**src/rtl/uart_pkg.sv**
```systemverilog
// Shared UART types and constants: FSM state encoding, frame constants and baud divisor helper.
package uart_pkg;

  typedef enum logic [2:0] {
    IDLE,
    START,
    DATA,
    STOP,
    PARITY
  } uart_state_t;

  localparam int unsigned UART_DATA_BITS = 8;
  localparam logic        UART_IDLE_LVL  = 1'b1;

  // Rounded-to-nearest clocks per bit.
  function automatic int unsigned uart_div(input int unsigned clk_hz, input int unsigned baud);
    return (clk_hz + baud / 2) / baud;
  endfunction

endpackage

```
**src/rtl/sync_fifo.sv**
```systemverilog
// Single-clock FIFO with occupancy counter; dout is the combinational head entry.
module sync_fifo #(
  parameter int unsigned WIDTH = 8,
  parameter int unsigned DEPTH = 16
) (
  input  logic                     clk,
  input  logic                     rst_n,
  input  logic                     push,
  input  logic                     pop,
  input  logic [WIDTH-1:0]         din,
  output logic [WIDTH-1:0]         dout,
  output logic [$clog2(DEPTH):0]   count,
  output logic                     full,
  output logic                     empty
);

  localparam int unsigned AW = $clog2(DEPTH);
  localparam int unsigned CW = AW + 1;

  logic [WIDTH-1:0] mem [DEPTH];
  logic [AW-1:0]    wr_ptr;
  logic [AW-1:0]    rd_ptr;
  logic             push_ok;
  logic             pop_ok;

  // Full/empty derive from the registered count, never from pointer equality.
  assign full    = (count == CW'(DEPTH));
  assign empty   = (count == '0);
  assign push_ok = push && !full;
  assign pop_ok  = pop && !empty;
  assign dout    = mem[rd_ptr];

  always_ff @(posedge clk or negedge rst_n) begin
    if (!rst_n) begin
      wr_ptr <= '0;
      rd_ptr <= '0;
      count  <= '0;
    end else begin
      if (push_ok) wr_ptr <= wr_ptr + AW'(1);
      if (pop_ok)  rd_ptr <= rd_ptr + AW'(1);
      case ({push_ok, pop_ok})
        2'b10:   count <= count + CW'(1);
        2'b01:   count <= count - CW'(1);
        default: ;
      endcase
    end
  end

  always_ff @(posedge clk) begin
    if (push_ok) mem[wr_ptr] <= din;
  end

endmodule

```
**src/rtl/uart_tx_fifo.sv**
```systemverilog
// Buffered 8N1 UART transmitter fed by MMIO byte pushes.
// Define UART_TX_PARITY_EN to insert an even-parity bit between data and stop.
module uart_tx_fifo
  import uart_pkg::*;
#(
  parameter int unsigned CLK_HZ = 100000000,
  parameter int unsigned BAUD   = 115200,
  parameter int unsigned DEPTH  = 16
) (
  input  logic                     CLK100MHZ,
  input  logic                     ck_rst,
  input  logic                     wr_en,
  input  logic [7:0]               wr_data,
  output logic                     full,
  output logic [$clog2(DEPTH):0]   count,
  output logic                     busy,
  output logic                     overflow,
  input  logic                     clr_ovf,
  output logic                     uart_rxd_out
);

  localparam int unsigned DIV   = uart_div(CLK_HZ, BAUD);
  localparam int unsigned CNT_W = $clog2(DIV);
  localparam logic [CNT_W-1:0] DIV_LAST = CNT_W'(DIV - 1);
  localparam logic [2:0]       IDX_LAST = 3'(UART_DATA_BITS - 1);

  uart_state_t      state_q, state_d;
  logic [CNT_W-1:0] cnt_q, cnt_d;
  logic [2:0]       idx_q, idx_d;
  logic [7:0]       shift_q, shift_d;
  logic             pop;
  logic             fifo_empty;
  logic [7:0]       fifo_dout;
  logic             tick;
`ifdef UART_TX_PARITY_EN
  logic             par_q, par_d;
`endif

  sync_fifo #(
    .WIDTH (UART_DATA_BITS),
    .DEPTH (DEPTH)
  ) u_fifo (
    .clk   (CLK100MHZ),
    .rst_n (ck_rst),
    .push  (wr_en),
    .pop   (pop),
    .din   (wr_data),
    .dout  (fifo_dout),
    .count (count),
    .full  (full),
    .empty (fifo_empty)
  );

  assign tick = (cnt_q == DIV_LAST);
  assign busy = (state_q != IDLE) || !fifo_empty;

  always_ff @(posedge CLK100MHZ or negedge ck_rst) begin
    if (!ck_rst) begin
      state_q  <= IDLE;
      cnt_q    <= '0;
      idx_q    <= '0;
      shift_q  <= '0;
      overflow <= 1'b0;
`ifdef UART_TX_PARITY_EN
      par_q    <= 1'b0;
`endif
    end else begin
      state_q <= state_d;
      cnt_q   <= cnt_d;
      idx_q   <= idx_d;
      shift_q <= shift_d;
`ifdef UART_TX_PARITY_EN
      par_q   <= par_d;
`endif
      // A dropped push in the same cycle as clr_ovf keeps the flag set.
      if (wr_en && full)  overflow <= 1'b1;
      else if (clr_ovf)   overflow <= 1'b0;
    end
  end

  always_comb begin
    state_d      = state_q;
    cnt_d        = (state_q == IDLE || tick) ? '0 : cnt_q + CNT_W'(1);
    idx_d        = idx_q;
    shift_d      = shift_q;
    pop          = 1'b0;
    uart_rxd_out = UART_IDLE_LVL;
`ifdef UART_TX_PARITY_EN
    par_d        = par_q;
`endif
    case (state_q)
      IDLE: begin
        if (!fifo_empty) begin
          pop     = 1'b1;
          shift_d = fifo_dout;
`ifdef UART_TX_PARITY_EN
          par_d   = ^fifo_dout;
`endif
          state_d = START;
        end
      end
      START: begin
        uart_rxd_out = 1'b0;
        if (tick) begin
          idx_d   = '0;
          state_d = DATA;
        end
      end
      DATA: begin
        uart_rxd_out = shift_q[0];
        if (tick) begin
          shift_d = shift_q >> 1;
          idx_d   = idx_q + 3'd1;
          if (idx_q == IDX_LAST) begin
`ifdef UART_TX_PARITY_EN
            state_d = PARITY;
`else
            state_d = STOP;
`endif
          end
        end
      end
`ifdef UART_TX_PARITY_EN
      PARITY: begin
        uart_rxd_out = par_q;
        if (tick) state_d = STOP;
      end
`endif
      STOP: begin
        uart_rxd_out = UART_IDLE_LVL;
        // Reload on the final stop cycle so queued frames run back to back.
        if (tick) begin
          if (!fifo_empty) begin
            pop     = 1'b1;
            shift_d = fifo_dout;
`ifdef UART_TX_PARITY_EN
            par_d   = ^fifo_dout;
`endif
            state_d = START;
          end else begin
            state_d = IDLE;
          end
        end
      end
      default: state_d = IDLE;
    endcase
  end

endmodule

```
**config.mk**
```make
export PLATFORM = sky130hd
export DESIGN_NAME = uart_tx_fifo
export DESIGN_NICKNAME = d
export VERILOG_FILES = /design/src/rtl/uart_pkg.sv /design/src/rtl/sync_fifo.sv /design/src/rtl/uart_tx_fifo.sv
export SDC_FILE = /design/constraint.sdc
export NUM_CORES = 1
export LEC_CHECK = 0
export ABC_AREA = 1
export CAP_MARGIN = 30
export CORE_MARGIN = 1.5
export CORE_UTILIZATION = 55
export CTS_CLUSTER_DIAMETER = 120
export CTS_CLUSTER_SIZE = 20
export DETAILED_ROUTE_END_ITERATION = 16
export DONT_BUFFER_PORTS = 1
export GPL_TIMING_DRIVEN = 0
export PLACE_DENSITY = 0.8
export SETUP_SLACK_MARGIN = 0.2
export SYNTH_ARGS = -nofsm -noshare
export SYNTH_HDL_FRONTEND = slang
export SYNTH_SLANG_ARGS = --single-unit
export TNS_END_PERCENT = 50
```
**constraint.sdc**
```tcl
create_clock -name CLK100MHZ -period 6.4 [get_ports CLK100MHZ]
set_input_delay 1.6 -clock CLK100MHZ [delete_from_list [all_inputs] [get_ports CLK100MHZ]]
set_output_delay 1.6 -clock CLK100MHZ [all_outputs]
set_load 0.01 [all_outputs]
```
# Yosys cells after proc, flatten, opt, wreduce, memory -nomap -nowiden
# Memory sizes are Yosys's and may differ from the RTL's.
# Cells that the tools add are included.
# word_totals
ff_bits	38
ram_bits	128
n_memories	1
out_inout_bits	9
input_bits	12
wordCells	69
# mem_list
memory	depth	width	read_ports	rd_clocked_by_memory_dff	wr	line_no	rtl
u_fifo.mem	16	8	1	0	1	sync_fifo.sv:20	logic [WIDTH-1:0] mem [DEPTH];
# classes
n_eq_ne	13
reduce_logical	17
n_mux	24
n_addsub	6
# ops
operator	count
8-bit two-way mux	3
8-bit one-hot mux with 3 select lines	1
3-bit two-way mux	7
3-bit one-hot mux with 4 select lines	1
10-bit by 1-bit adder with 10-bit output (second input constant)	1
10-bit == test (second input constant)	1
10-bit two-way mux	1
2-bit != test (second input constant)	5
5-bit one-hot mux with 2 select lines	1
4-bit by 1-bit adder with 4-bit output (second input constant)	2
1-bit two-way mux	7
3-bit by 2-bit == test with 1-bit output (second input constant)	2
3-bit one-hot mux with 2 select lines	1
3-bit AND reduction	2
2-bit nonzero test	3
3-bit nonzero test	2
5-bit by 1-bit adder with 5-bit output (second input constant)	1
5-bit == test (second input constant)	1
5-bit zero test	1
5-bit AND reduction	1
5-bit by 1-bit subtractor with 5-bit output (second input constant)	1
1-bit one-hot mux with 2 select lines	2
3-bit by 1-bit adder with 3-bit output (second input constant)	1
3-bit by 1-bit == test with 1-bit output (second input constant)	1
other kinds (7)	11

# Logic depth before layout (Yosys ltp)
# Gate-level depths: netlist of run 1.
# logic_depth
word_depth	7
mapped_depth	17
mapped_depth_nobuf	17

# Hierarchy
# Synthesis of run 1 repeated with hierarchy kept, for this count alone.
# hier_totals
hier_cells	794
area_unflattened_um2	7569.8
# by_module_without_submodules
module	cells_each	n_inst	seq_area_each_um2	area_each_um2
sync_fifo	621	1	4169.0	6231.0
uart_tx_fifo	173	1	600.6	1338.8

# Least setup slack after synthesis of run 1
# No wires, ideal clock.
# synth_timing
path_kind	input-to-reg
from	input port wr_en
to	register u_fifo.count[4]
required_time_ns	6.283
cell_stages	11
setup_ns	0.117
n_path_buf	0
slack_ns	3.495
arrival_time_ns	2.789
path_cell_list	nand2_2 > ha_1 > inv_1 > fa_1 > inv_1 > a21oi_1 > nor2_1 > nor2_1 > xor2_1 > nand2_1 > nand2_1
# synth_via
elab_chain_len	3
word_cells_on_any_way	5
cone_classes	eq/ne (2); mux (1); reduce/logical (2)
# synth_rtl
element	line_no	rtl
start: declaration	uart_tx_fifo.sv:12	input logic wr_en,
1-bit logical AND (*)	sync_fifo.sv:29	assign push_ok = push && !full;
2-bit by 1-bit == test with 1-bit output / 2-bit == test (equally long branches)	sync_fifo.sv:41	case ({push_ok, pop_ok})
5-bit one-hot mux with 2 select lines / 2-bit nonzero test (equally long branches)	n/a	
end signal: assignment	sync_fifo.sv:42	2'b10: count <= count + CW'(1);
end signal: assignment	sync_fifo.sv:43	2'b01: count <= count - CW'(1);
end: declaration	sync_fifo.sv:12	output logic [$clog2(DEPTH):0] count,
# Mark *: on every way between the ends. The rest lies on a longest branch, timed or not.
# A chain may end at the register's enable or synchronous reset.

# Final worst setup path of run 1
# layout_timing
from	register state_q[0]
to	output port uart_rxd_out
# layout_via
elab_chain_len	2
word_cells_on_any_way	3
cone_classes	eq/ne (2); mux (1)
# layout_rtl
element	line_no	rtl
start: declaration	uart_tx_fifo.sv:27	uart_state_t state_q, state_d;
start signal: assignment	uart_tx_fifo.sv:68	state_q <= state_d;
3-bit by 2-bit == test with 1-bit output / 3-bit by 1-bit == test with 1-bit output (equally long branches)	uart_tx_fifo.sv:91	case (state_q)
1-bit one-hot mux with 2 select lines (*)	uart_tx_fifo.sv:91	
end: declaration	uart_tx_fifo.sv:19	output logic uart_rxd_out
# Marked as above.

==> summary by stage, run 1 <==
Layout
The share of layout cells above drive strength 1 is 0.0755. The finished layout holds 957 standard cells, fillers aside. The final layout contains roughly 800 nets. From synthesis to final layout, the design area changed by 11.3%. The count of inserted antenna diode cells is 0.

Drt
For this block, the initial DRC count from the detailed router was ~580. In the routed layout, each cell is associated on average with a via count of 5.45. The remaining antenna violation count is 0. Wires add up to 16500 um. After detailed routing, the number of remaining DRC violations is 0.

Summing over every cut layer, the via total after detailed routing is about 5200. The first detailed-routing pass ran for 5 iterations. In the final routed layout, each cell accounts on average for around 17 um.

Placement
The wire-length estimate of the detail-placed layout is around 11000 um. The routability-driven placement congestion ratio is 0.864. Timing analysis after detailed placement gives a worst setup slack of approximately 3.3 ns.

The number of port buffers is 0. The cell total after placement is around 900.

Pwr
The leakage dissipation is 3.48 nW. The power density over the cells is between 400 and 500 nW/um^2. IR analysis of the VDD net gives a maximum drop of 0.284 mV. The internal power is 2.37 mW. The proportion of power drawn by combinational gates is 0.339.

The share of total power in sequential cells is 0.378. For this design the total switching power over the nets is 1.40 mW. The share of total power dissipated in the clock network is 0.283. Of the total power, the share spent switching nets is 0.372.

Synth
The synthesized design contains about 130 enable-type register cells. The most used flip-flop cell after synthesis is sky130_fd_sc_hd__edfxtp_1. The net count after synthesis is about 800. The Yosys step of the flow raised 0 warnings. The mean instance size in the synthesized netlist is a little under 10 sq um. Yosys mapped the design onto 33 distinct sky130hd cell types. The flop and latch count out of synthesis is roughly 170.

The share of the Yosys chip area taken by registers is 0.645. The area of the mapped netlist is about 7400 sq um. After synthesis, the share of flip-flops with an asynchronous set or reset is 0.224. Synthesis produced approximately 750 cells.

STA
Setup repair after global routing left no endpoint under its margin. The maximum clock frequency is between 300 and 400 MHz. In the finished design, the share of the clock period the worst path needs comes to 0.511. The setup-violating endpoint count in the final report is 0. The post-layout minimum cycle time is about 3.3 ns. The transition at the pin with the smallest max-transition slack is 0.824 ns. Headroom to the max-slew limit came out at 0.449. The largest clock skew in the final design is between 0.009 and 0.01 ns. On the final layout, the worst hold slack is 0.486 ns. The number of pins exceeding their max-slew limit in the final report is 0.

The setup TNS is 0 ns. The hold violation count in the final report is 0. Once routing completed, OpenROAD measured the worst setup slack at approximately 3.1 ns.

GRT
The number of antenna violations at the first check in global routing is 0. The global-route wire length before repair is 26000 um. Across every metal layer, demand over resource in global routing totals 0.248. The via count of the first global-routing pass is between 5000 and 6000. The pin count of the biggest net entering global routing is 38. Global routing finished with a remaining overflow of 0.

Outcome
The flow ran to the end, and the final reports show no timing, DRC or antenna violations.

Clocking
The clock transition time at the flip-flop clock pins of the worst setup and hold paths is roughly 0.060 ns. The CTS tree is done. The number of buffers inserted during clock tree synthesis is 17. For this design, the CTS-stage hold fixing added 0 buffers. The sink count of the clock tree is around 170. The clock root buffer is sky130_fd_sc_hd__clkbuf_16. The H-tree level count is 4.

The clock latency reported for the late side of the worst-skew pair is between 0.4 and 0.5 ns. No sink is reached through more buffers than the 2 on the longest clock path. Buffers added to address setup during post-CTS repair amount to 0. Gates resized during post-CTS repair numbered 0.

Setup path
At the worst endpoint, the arrival time is about 1.7 ns. The worst setup path is of the reg2out kind. The terminus of the critical flop-to-flop path is u_fifo.count[4]. The logic depth of the worst path, buffers included is 5. The worst reg-to-reg path cell count is 17. The start point of the critical path is state_q[0]. The critical path goes through inv_1, ha_1, nor2_1, inv_1, nand2_1. The kind of start point of the critical path is a register.

Setup slack on the worst reg-to-reg path comes out at approximately 3.4 ns. The largest single stage delay on the critical path is roughly 0.40 ns. The critical register-to-register path startpoint is cnt_q[0]. The critical path capture point type is a primary output.

The worst setup path endpoint is uart_rxd_out. The maximum fanout along the worst path is 5. Data on the critical path is required at its endpoint by 4.80 ns. In this design, the critical path's most frequently occurring cell is sky130_fd_sc_hd__inv_1. Grouping stages by cell kind, the critical path spends the most delay in flip-flops. The cell with the biggest individual delay on the critical path is sky130_fd_sc_hd__dfrtp_1. The critical path contains buffers and inverters numbering 2 combined.

Hold path
The count of cells along the worst hold path is 2. The worst hold path belongs to the class reg2reg.

Floorplan
The starting density of the core is 0.560. The floorplan row count is between 40 and 50. After floorplanning, the core was sized to cover about 13000 sq um. In this run the count of I/O pins placed on the die edge is 21. Measured along the y axis, the die boundary spans around 120 um.

The die is between 100 and 150 um wide. The die area is approximately 14000 sq um.

Job
The count of max-cap constraint violations is 0.
-- per-stage QoR --
step	power, mW	utilization	instance area [sq um]
after floorplan	2.33	-	7390
after global placement	2.62	0.577	7610
after detailed placement	2.67	0.577	7610
after CTS	3.75	0.624	8220
after global routing	3.99	0.624	8220
final	3.78	0.624	8220
-- worst min-delay path by stage --
stage / from / endpoint / slack [ns]
detailed placement: shift_q[3] / shift_q[3] / 0.47
CTS: shift_q[3] / shift_q[3] / 0.49
global placement: shift_q[4] / shift_q[4] / 0.46
global route: shift_q[5] / shift_q[5] / 0.50
floorplan: shift_q[0] / shift_q[0] / 0.45
finish: shift_q[5] / shift_q[5] / 0.49
-- power groups by stage --
stage	Combinational [mW]	Clock, mW	Sequential [mW]
3_3_place_gp	1.18	0	1.44
2_1_floorplan	0.910	0	1.42
3_5_place_dp	1.23	0	1.45
4_1_cts	1.25	1.07	1.43
6_report	1.28	1.07	1.43
5_1_grt	1.42	1.12	1.44
-- placed cells by master, fill, tap and decap left out, drive strengths merged, types with 4 or more instances in the layout --
master / n
nor2: 122
inv: 64
o21ai: 24
clkbuf: 28
clkinv: 4
ha: 16
xnor2: 4
dfrtp: 37
bufinv: 4
a21oi: 6
edfxtp: 128
xor2: 7
buf: 17
nand3: 57
nand2: 247
-- cell type report --
class,instances,area (sq um)
fillers,989,4970
flip-flops and latches,165,4770
clock buffers,20,437
multi-input cells,496,2250
inverters,63,236
plain buffers,25,136
well taps,176,220
clock inverters,12,176
-- worst min-delay path, delay by kind of cell, from the launching register on --
family	cells	cell delay, ns
simple gates	2	0.12
flops	1	0.34
-- cell families (layout without fill, tap and decap cells) --
group | Yosys count | in the layout | synth area share
AO/OA/AOI/OAI | 35 | 35 | 0.0257
XOR/XNOR | 11 | 11 | 0.0130
adder cells (fa/ha/maj) | 17 | 17 | 0.0298
buffers and inverters | 88 | 120 | 0.0504
flip-flops | 165 | 165 | 0.645
AND/OR/NAND/NOR | 433 | 433 | 0.236
-- cells in the mapped netlist, types with 5 or more instances --
cell type	instances	area (sq um)
sky130_fd_sc_hd__dfrtp_1	37	926
sky130_fd_sc_hd__buf_2	10	50.1
sky130_fd_sc_hd__clkbuf_1	8	30.0
sky130_fd_sc_hd__inv_1	58	218
sky130_fd_sc_hd__edfxtp_1	128	3840
sky130_fd_sc_hd__nand2_2	5	31.3
sky130_fd_sc_hd__nand3_1	56	280
sky130_fd_sc_hd__nor2_1	120	450
sky130_fd_sc_hd__a21oi_1	6	30.0
sky130_fd_sc_hd__o21ai_0	19	95.1
sky130_fd_sc_hd__xor2_1	7	61.3
sky130_fd_sc_hd__nand2_1	242	908
sky130_fd_sc_hd__ha_1	16	200
-- layer usage --
metal / wire [um] / part of all wire / track usage / up-vias
li1: - / - / - / 2460
met1: 6390 / 0.39 / 0.301 / 2466
met2: 8130 / 0.49 / 0.414 / 238
met3: 1370 / 0.083 / 0.0685 / 52
met4: 563 / 0.034 / 0.114 / 0
met5: 0 / 0 / 0 / -
-- flip-flops by register name, summed over array words and instances, names as in the netlist --
register	count
overflow	1
idx_q	3
u_fifo.wr_ptr	4
state_q	2
u_fifo.mem	128
cnt_q	10
shift_q	8
u_fifo.rd_ptr	4
u_fifo.count	5
Power figures use the tool's default switching activity.
==> run 2: changes to the inputs <==
- PLACE_DENSITY: 0.8 -> 0.83
- clock period: 6.4 -> 2.9 ns (I/O delays scaled with it)
==> summary by stage, run 2 (synthesized netlist as in run 1, its figures left out) <==
Outcome
The run finished with clean final reports.

Setup path
The number of buffer and inverter instances along the worst setup path is 6 (+4). The logic depth of the worst path, buffers included was 17 (+12). The reg-to-reg setup timing slack is 0.39 ns (-3.04 ns). The critical path starts at state_q[0]. Traced cell by cell, the critical path runs through inv_1, ha_1, inv_1, o211ai_1, inv_1, nand2_2, inv_2, ha_4, inv_1, fa_1, inv_1, a21oi_1, nor2_1, nor2_1, xor2_1, nand2_1, nand2_1. The data arrival time of the critical path is 2.83 ns (+1.16 ns). Following the worst setup path forward leads to its endpoint at u_fifo.count[4]. The worst reg-to-reg path cell count came to 17 (unchanged).

The cell with the biggest individual delay on the critical path is sky130_fd_sc_hd__dfrtp_1. The most numerous cell type found on the critical path is sky130_fd_sc_hd__inv_1. The critical path capture point type is a register. The endpoint identified for the worst register-to-register timing path is u_fifo.count[4].

The family of cells with the greatest summed delay on the critical path is adder cells. The critical path is of the reg2reg type. The startpoint identified for the worst register-to-register timing path is state_q[0]. The maximum fanout along the worst path is 5 (unchanged). The largest stage delay on the critical path came to 0.41 ns (about the same). The required time of the critical path was 3.22 ns (-1.58 ns). STA classifies the critical path startpoint as a register.

STA
The setup-violating endpoint count in the final report is 0 (unchanged). The maximum clock frequency is 399 MHz. The hold violation count in the final report is 0 (unchanged). In the finished design, the share of the clock period the worst path needs comes to 0.865. The transition at the pin with the smallest max-transition slack was 0.792 ns (-0.0316 ns). The worst hold slack came to 0.132 ns (-0.354 ns). Setup repair after global routing left no endpoint under its margin.

The worst slew margin relative to its limit is 0.470 (+0.0212). The largest clock skew in the final design is 0.0102 ns (+0.000688 ns). The routed design could run at a clock period as short as between 2 and 3 ns. The setup TNS came to 0 ns (unchanged). The number of pins exceeding their max-slew limit in the final report is 0 (unchanged).

Floorplan
The number of top-level pins is 21 (unchanged). The die area is 14100 sq um (unchanged). The die width is 119 um (unchanged).

The starting density of the core was 0.560 (unchanged). The die extent in y is 119 um (unchanged). The floorplan row count is 42 (unchanged). The area inside the core boundary came to 13200 sq um (unchanged).

Job
The count of max-cap constraint violations is 0 (unchanged).

Drt
The detailed-route vias per instance was 5.30 (-2.7%). The number of design rule violations left after detail routing is 0 (unchanged). The first-pass iteration count of the detailed router is 5 (unchanged). The total via count after detailed routing was 5090 (-2.4%). The average detailed-routed wire length per instance is 16.3 um (-5.4%). The remaining antenna violation count is 0 (unchanged). The post-detailed-routing wire length is 15600 um (-5.1%). The starting DRC count in detailed routing is 512 (-12%).

Layout
The share of layout cells above drive strength 1 is 0.0816 (+0.00609). The count of nets after finishing is 800 (+0.38%). Compared with the post-synthesis result, the final layout area differs by 11.6%. The flip-flop count of the largest register after layout is 128 (unchanged). The fill cell total of the finished layout is 1029 (+4.0%). The count of inserted antenna diode cells is 0 (unchanged).

The library cell used most frequently in the layout, excluding fill and tap cells, is sky130_fd_sc_hd__nand2_1. The largest registers in the layout are u_fifo.mem (128), cnt_q (10), shift_q (8). The register with the most flip-flops in the final layout is u_fifo.mem. The utilization after layout is 0.625 (+0.00171).

In the layout the commonest cells are 241 x sky130_fd_sc_hd__nand2_1, 128 x sky130_fd_sc_hd__edfxtp_1, 120 x sky130_fd_sc_hd__nor2_1, 57 x sky130_fd_sc_hd__inv_1, 56 x sky130_fd_sc_hd__nand3_1.

Clocking
The clock latency reported for the late side of the worst-skew pair is 0.43 ns (about the same). In this run the clock root is driven by a sky130_fd_sc_hd__clkbuf_16. The number of buffers inserted during clock tree synthesis came to 17 (unchanged). The sink count of the clock tree is 165 (unchanged). The CTS tree is done.

The H-tree level count was 4 (unchanged). The maximum clock insertion buffer count is 2 (unchanged). The clock transition time at the flip-flop clock pins of the worst setup and hold paths is 0.06 ns (about the same).

GRT
The global-route wire length before repair is 24800 um (-4.3%). The global-route usage over all layers came to 0.236 (-0.0117). The pin count of the biggest net entering global routing came to 38 (unchanged). The via count of the first global-routing pass is 4836 (-6.4%). The remaining global-route overflow is 0 (unchanged). The number of antenna violations at the first check in global routing is 0 (unchanged).

Placement
The HPWL reported at the end of detailed placement is 10300 um (-3.6%). The number of port buffers is 0 (unchanged). The routability-driven placement congestion ratio was 0.849 (-1.8%).

Pwr
The leakage dissipation came to 3.47 nW (about the same). The total power of the final layout was 8.18 mW (+120%). The power density over the cells is 991 nW/um^2 (+120%). The maximum resistive drop on vdd is 0.679 mV (+140%).

Hold path
The class of the tightest hold or removal check is in2async.
## run 2: changes by cell type in the layout (fill, tap and decap cells not counted), moves of 2 or more
cell and change:
sky130_fd_sc_hd__bufinv_16 -2, sky130_fd_sc_hd__clkinv_1 +2, sky130_fd_sc_hd__buf_4 +2, sky130_fd_sc_hd__clkinv_2 -2, sky130_fd_sc_hd__inv_6 +2
## run 2: worst reg2reg max path: stages (launching register included)
cell and delay [ns]:
sky130_fd_sc_hd__dfrtp_1 0.41, sky130_fd_sc_hd__inv_1 0.09, sky130_fd_sc_hd__ha_1 0.32, sky130_fd_sc_hd__inv_1 0.06
sky130_fd_sc_hd__o211ai_1 0.09, sky130_fd_sc_hd__inv_1 0.09, sky130_fd_sc_hd__nand2_2 0.09, sky130_fd_sc_hd__inv_2 0.12
sky130_fd_sc_hd__ha_4 0.18, sky130_fd_sc_hd__inv_1 0.06, sky130_fd_sc_hd__fa_1 0.36, sky130_fd_sc_hd__inv_1 0.09
sky130_fd_sc_hd__a21oi_1 0.07, sky130_fd_sc_hd__nor2_1 0.09, sky130_fd_sc_hd__nor2_1 0.05, sky130_fd_sc_hd__xor2_1 0.13
sky130_fd_sc_hd__nand2_1 0.06, sky130_fd_sc_hd__nand2_1 0.05
## run 2: worst min-delay path by stage
stage | startpoint | end | slack (ns) | cells after the start
detailed placement | ck_rst | shift_q[2] | 0.43 | 0
global route | ck_rst | state_q[0] | 0.14 | 1
finish | ck_rst | state_q[0] | 0.13 | 1
floorplan | ck_rst | cnt_q[0] | 0.43 | 0
CTS | ck_rst | cnt_q[4] | 0.14 | 1
global placement | ck_rst | idx_q[0] | 0.43 | 0
## run 2: timing repair
action	4_1_cts	5_1_grt
resized for setup	2	3
setup buffers	1	1
hold endpoints to repair	37	0
hold buffers	1	0
setup endpoints to repair	1	1
## run 2: where the power goes
part | internal, mW | switching [mW] | total, mW
registers | 2.92 | 0.220 | 3.14
clock network | 1.28 | 0.958 | 2.24
logic | 0.885 | 1.91 | 2.79
total | 5.09 | 3.09 | 8.18
## run 2: layer usage
metal	global-route usage	vias up	part of all wire
met3	0.0570	53	0.056
met1	0.300	2362	0.41
met5	0	-	0
li1	-	2480	-
met4	0.127	0	0.044
met2	0.377	195	0.49
## run 2: layout make-up
cell class | count | area, sq um | share of cell area
Clock inverter | 13 | 145 | 0.0176
Multi-Input combinational cell | 496 | 2270 | 0.275
Clock buffer | 19 | 433 | 0.0525
Inverter | 63 | 236 | 0.0287
Timing Repair Buffer | 3 | 35.0 | 0.00425
Sequential cell | 165 | 4770 | 0.578
Buffer | 25 | 136 | 0.0165
Tap cell | 176 | 220 | 0.0267
## run 2: through the flow
stage               cell area [sq um]  setup WS, ns  cells
global route                     8250         0.213    960
CTS                              8220         0.240    959
finish                           8250         0.392    960
global placement                 7610         0.154    925
floorplan                        7390         0.485    749
detailed placement               7610        0.0450    925
==> RTL change (flow settings as in run 2) <==
Change the parameter `CLK_HZ` from 100000000 to 25000000.
--- a/src/rtl/uart_tx_fifo.sv
+++ b/src/rtl/uart_tx_fifo.sv
@@ -3,7 +3,7 @@
 module uart_tx_fifo
   import uart_pkg::*;
 #(
-  parameter int unsigned CLK_HZ = 100000000,
+  parameter int unsigned CLK_HZ = 25000000,
   parameter int unsigned BAUD   = 115200,
   parameter int unsigned DEPTH  = 16
 ) (
Formal check against the unedited RTL: same outputs for any inputs over 10 cycles, from zero or initial values and one cycle with ck_rst low; that may be too few to reach the edited logic, so the function may still have changed.
==> RTL change against run 2 <==
  * Total power increased by 2.8%
  * Highest routed layer unchanged
  * Count of clock-buffer cells in the layout decreased by 2
  * Worst setup slack got worse by 0.076 ns
  * Sequential cell count decreased by 2
  * Area after synthesis increased by 0.44%
  * Critical endpoint unchanged
  * Clock skew increased by 0.0023 ns
  * Critical path type unchanged
  * Wire length increased by 6.4%
  * Final area increased by 0.77%
  * First-iteration DRC count increased by 42%
  * Global-route usage increased by 1.2 points
  * Via count increased by 3.5%
==> RTL change: results (changes against run 2) <==
stage	metric	value	unit	change
logic_synthesis	syn_nets	769		-1.2%
routing	drt_first_iter_violations	726		+42%
logic_synthesis	synth_edf_count	128		unchanged
logic_synthesis	ys_seq_area_share	63.6	%	-0.96 points
global_routing	grt_pass1_wl	26.0	mm	+4.8%
outcome	status	complete, no violations		
place	gp_congestion	0.945		+11%
cells_and_area	top_regs	u_fifo.mem: 128 flops, cnt_q: 8 flops, shift_q: 8 flops		
timing	relSlewSlack	38.9	%	-8.1 points
logic_synthesis	synth-compound-area-share	2.87	%	+0.29 points
place	post_dp_cell_area	7640	µm²	+0.43%
logic_synthesis	ys_types	37		+12%
routing	drt-vias-per-instance	5.55		+4.7%
cells_and_area	drive_gt1_share	11.3	%	+3.1 points
routing	wl_per_cell	17.5	µm	+7.7%
routing	firstDrtPassIters	6		+1
power	ir_worst_vdd	0.692	mV	+1.9%
logic_synthesis	synthAdderAreaFrac	3.30	%	+0.32 points
timing	fin_skew	0.0125	ns	+0.00229 ns
logic_synthesis	synth_xor_area_share	0.826	%	-0.48 points
worst_setup_path	cp_max_fo	7		+2
global_routing	grt_max_degree	36		-5.3%
cells_and_area	seqCellArea	4720	µm²	-0.97%
place	dp_hpwl	10.8	mm	+4.7%
cells_and_area	nets	791		-1.1%
cells_and_area	nFillCells	966		-6.1%
global_routing	grt_pass1_vias	5111		+5.7%
global_routing	track_usage	24.8	%	+1.2 points
worst_setup_path	critPathArrivalTime	2.91	ns	+0.08 ns
logic_synthesis	synth-async-reset-ratio	21.5	%	-0.95 points
logic_synthesis	synth_common_cells	231 x nand2_1, 128 x edfxtp_1, 94 x nand3_1, 83 x inv_1, 54 x nor2_1		
power	leakage	3.60	nW	+3.7%
==> RTL change: cell count changes after synthesis, sizes merged, moves of 4 or more <==
cell / before / now
nor2: 122 / 57
inv: 62 / 88
o21ai: 24 / 20
clkbuf: 8 / 3
nand2: 247 / 235
nand3: 57 / 94
o211ai: 1 / 5
buf: 17 / 24
==> RTL change: logic make-up after synthesis <==
| logic type | count (synthesis) |
|---|---|
| fa+ha+maj | 19 |
| compound gates | 35 |
| simple gates | 397 |
| buf+inv | 117 |
| xor+xnor | 7 |
| flops | 163 |
==> RTL change: layer usage <==
layer | GRT usage, % | vias to the layer above | share of wire (%)
met3 | 6.42 | 66 | 9.2
met4 | 13.1 | 0 | 4.3
met2 | 38.9 | 274 | 47
li1 | - | 2461 | -
met1 | 32.0 | 2468 | 39
met5 | 0 | - | 0
==> RTL change: final timing paths <==
kind	from	to	slack, ns	depth (start not counted)
max	state_q[0]	u_fifo.count[4]	0.32	14
min	ck_rst	idx_q[2]	0.11	1
max reg2reg	state_q[0]	u_fifo.count[4]	0.32	14
min reg2reg	shift_q[0]	shift_q[0]	0.48	2
max in group asynchronous	ck_rst	u_fifo.count[3]	2.59	1
min in group CLK100MHZ	wr_data[4]	u_fifo.mem[0][4]	0.38	0
==> RTL change: cell type report <==
type,count,area share [%]
repair buffers,3,0.422
inverters,90,4.13
flip-flops and latches,163,56.8
clock inverters,15,1.91
well taps,176,2.65
plain buffers,27,1.79
multi-input cells,458,27.1
clock buffers,17,5.12
==> RTL change: where the power goes <==
part	total (W)	internal [W]	switching [W]
combinational	0.00306	0.000987	0.00207
sequential	0.00313	0.00290	0.000233
clock	0.00221	0.00122	0.000996
==> RTL change: worst max-delay path: stages, from the launching register on <==
cell	delay (ns)
dfrtp_1	0.42
inv_1	0.09
ha_1	0.24
inv_2	0.10
nand2_1	0.11
nand3b_4	0.13
clkinv_4	0.10
ha_4	0.20
fa_1	0.42
a21oi_2	0.18
o21bai_2	0.10
a21oi_2	0.16
o21ai_0	0.10
nand2_1	0.06
nand2_1	0.05
==> RTL change: timing repair <==
action,CTS,global route
gates resized for setup,6,8
endpoints found under the setup margin,1,1
hold endpoints to repair,35,0
hold buffers,1,0
buffers inserted,0,2
gates cloned,0,0
pin swaps,0,2
==> RTL change: per-stage QoR <==
| step | hold WS [ns] | worst slack [ns] | power, W | cells |
|---|---|---|---|---|
| floorplan | 0.429 | 0.440 | 0.00524 | 738 |
| global placement | 0.430 | 0.158 | 0.00594 | 914 |
| global route | 0.117 | 0.187 | 0.00889 | 949 |
| CTS | 0.118 | 0.212 | 0.00829 | 947 |
| finish | 0.112 | 0.316 | 0.00840 | 949 |
| detailed placement | 0.431 | 0.0836 | 0.00604 | 914 |
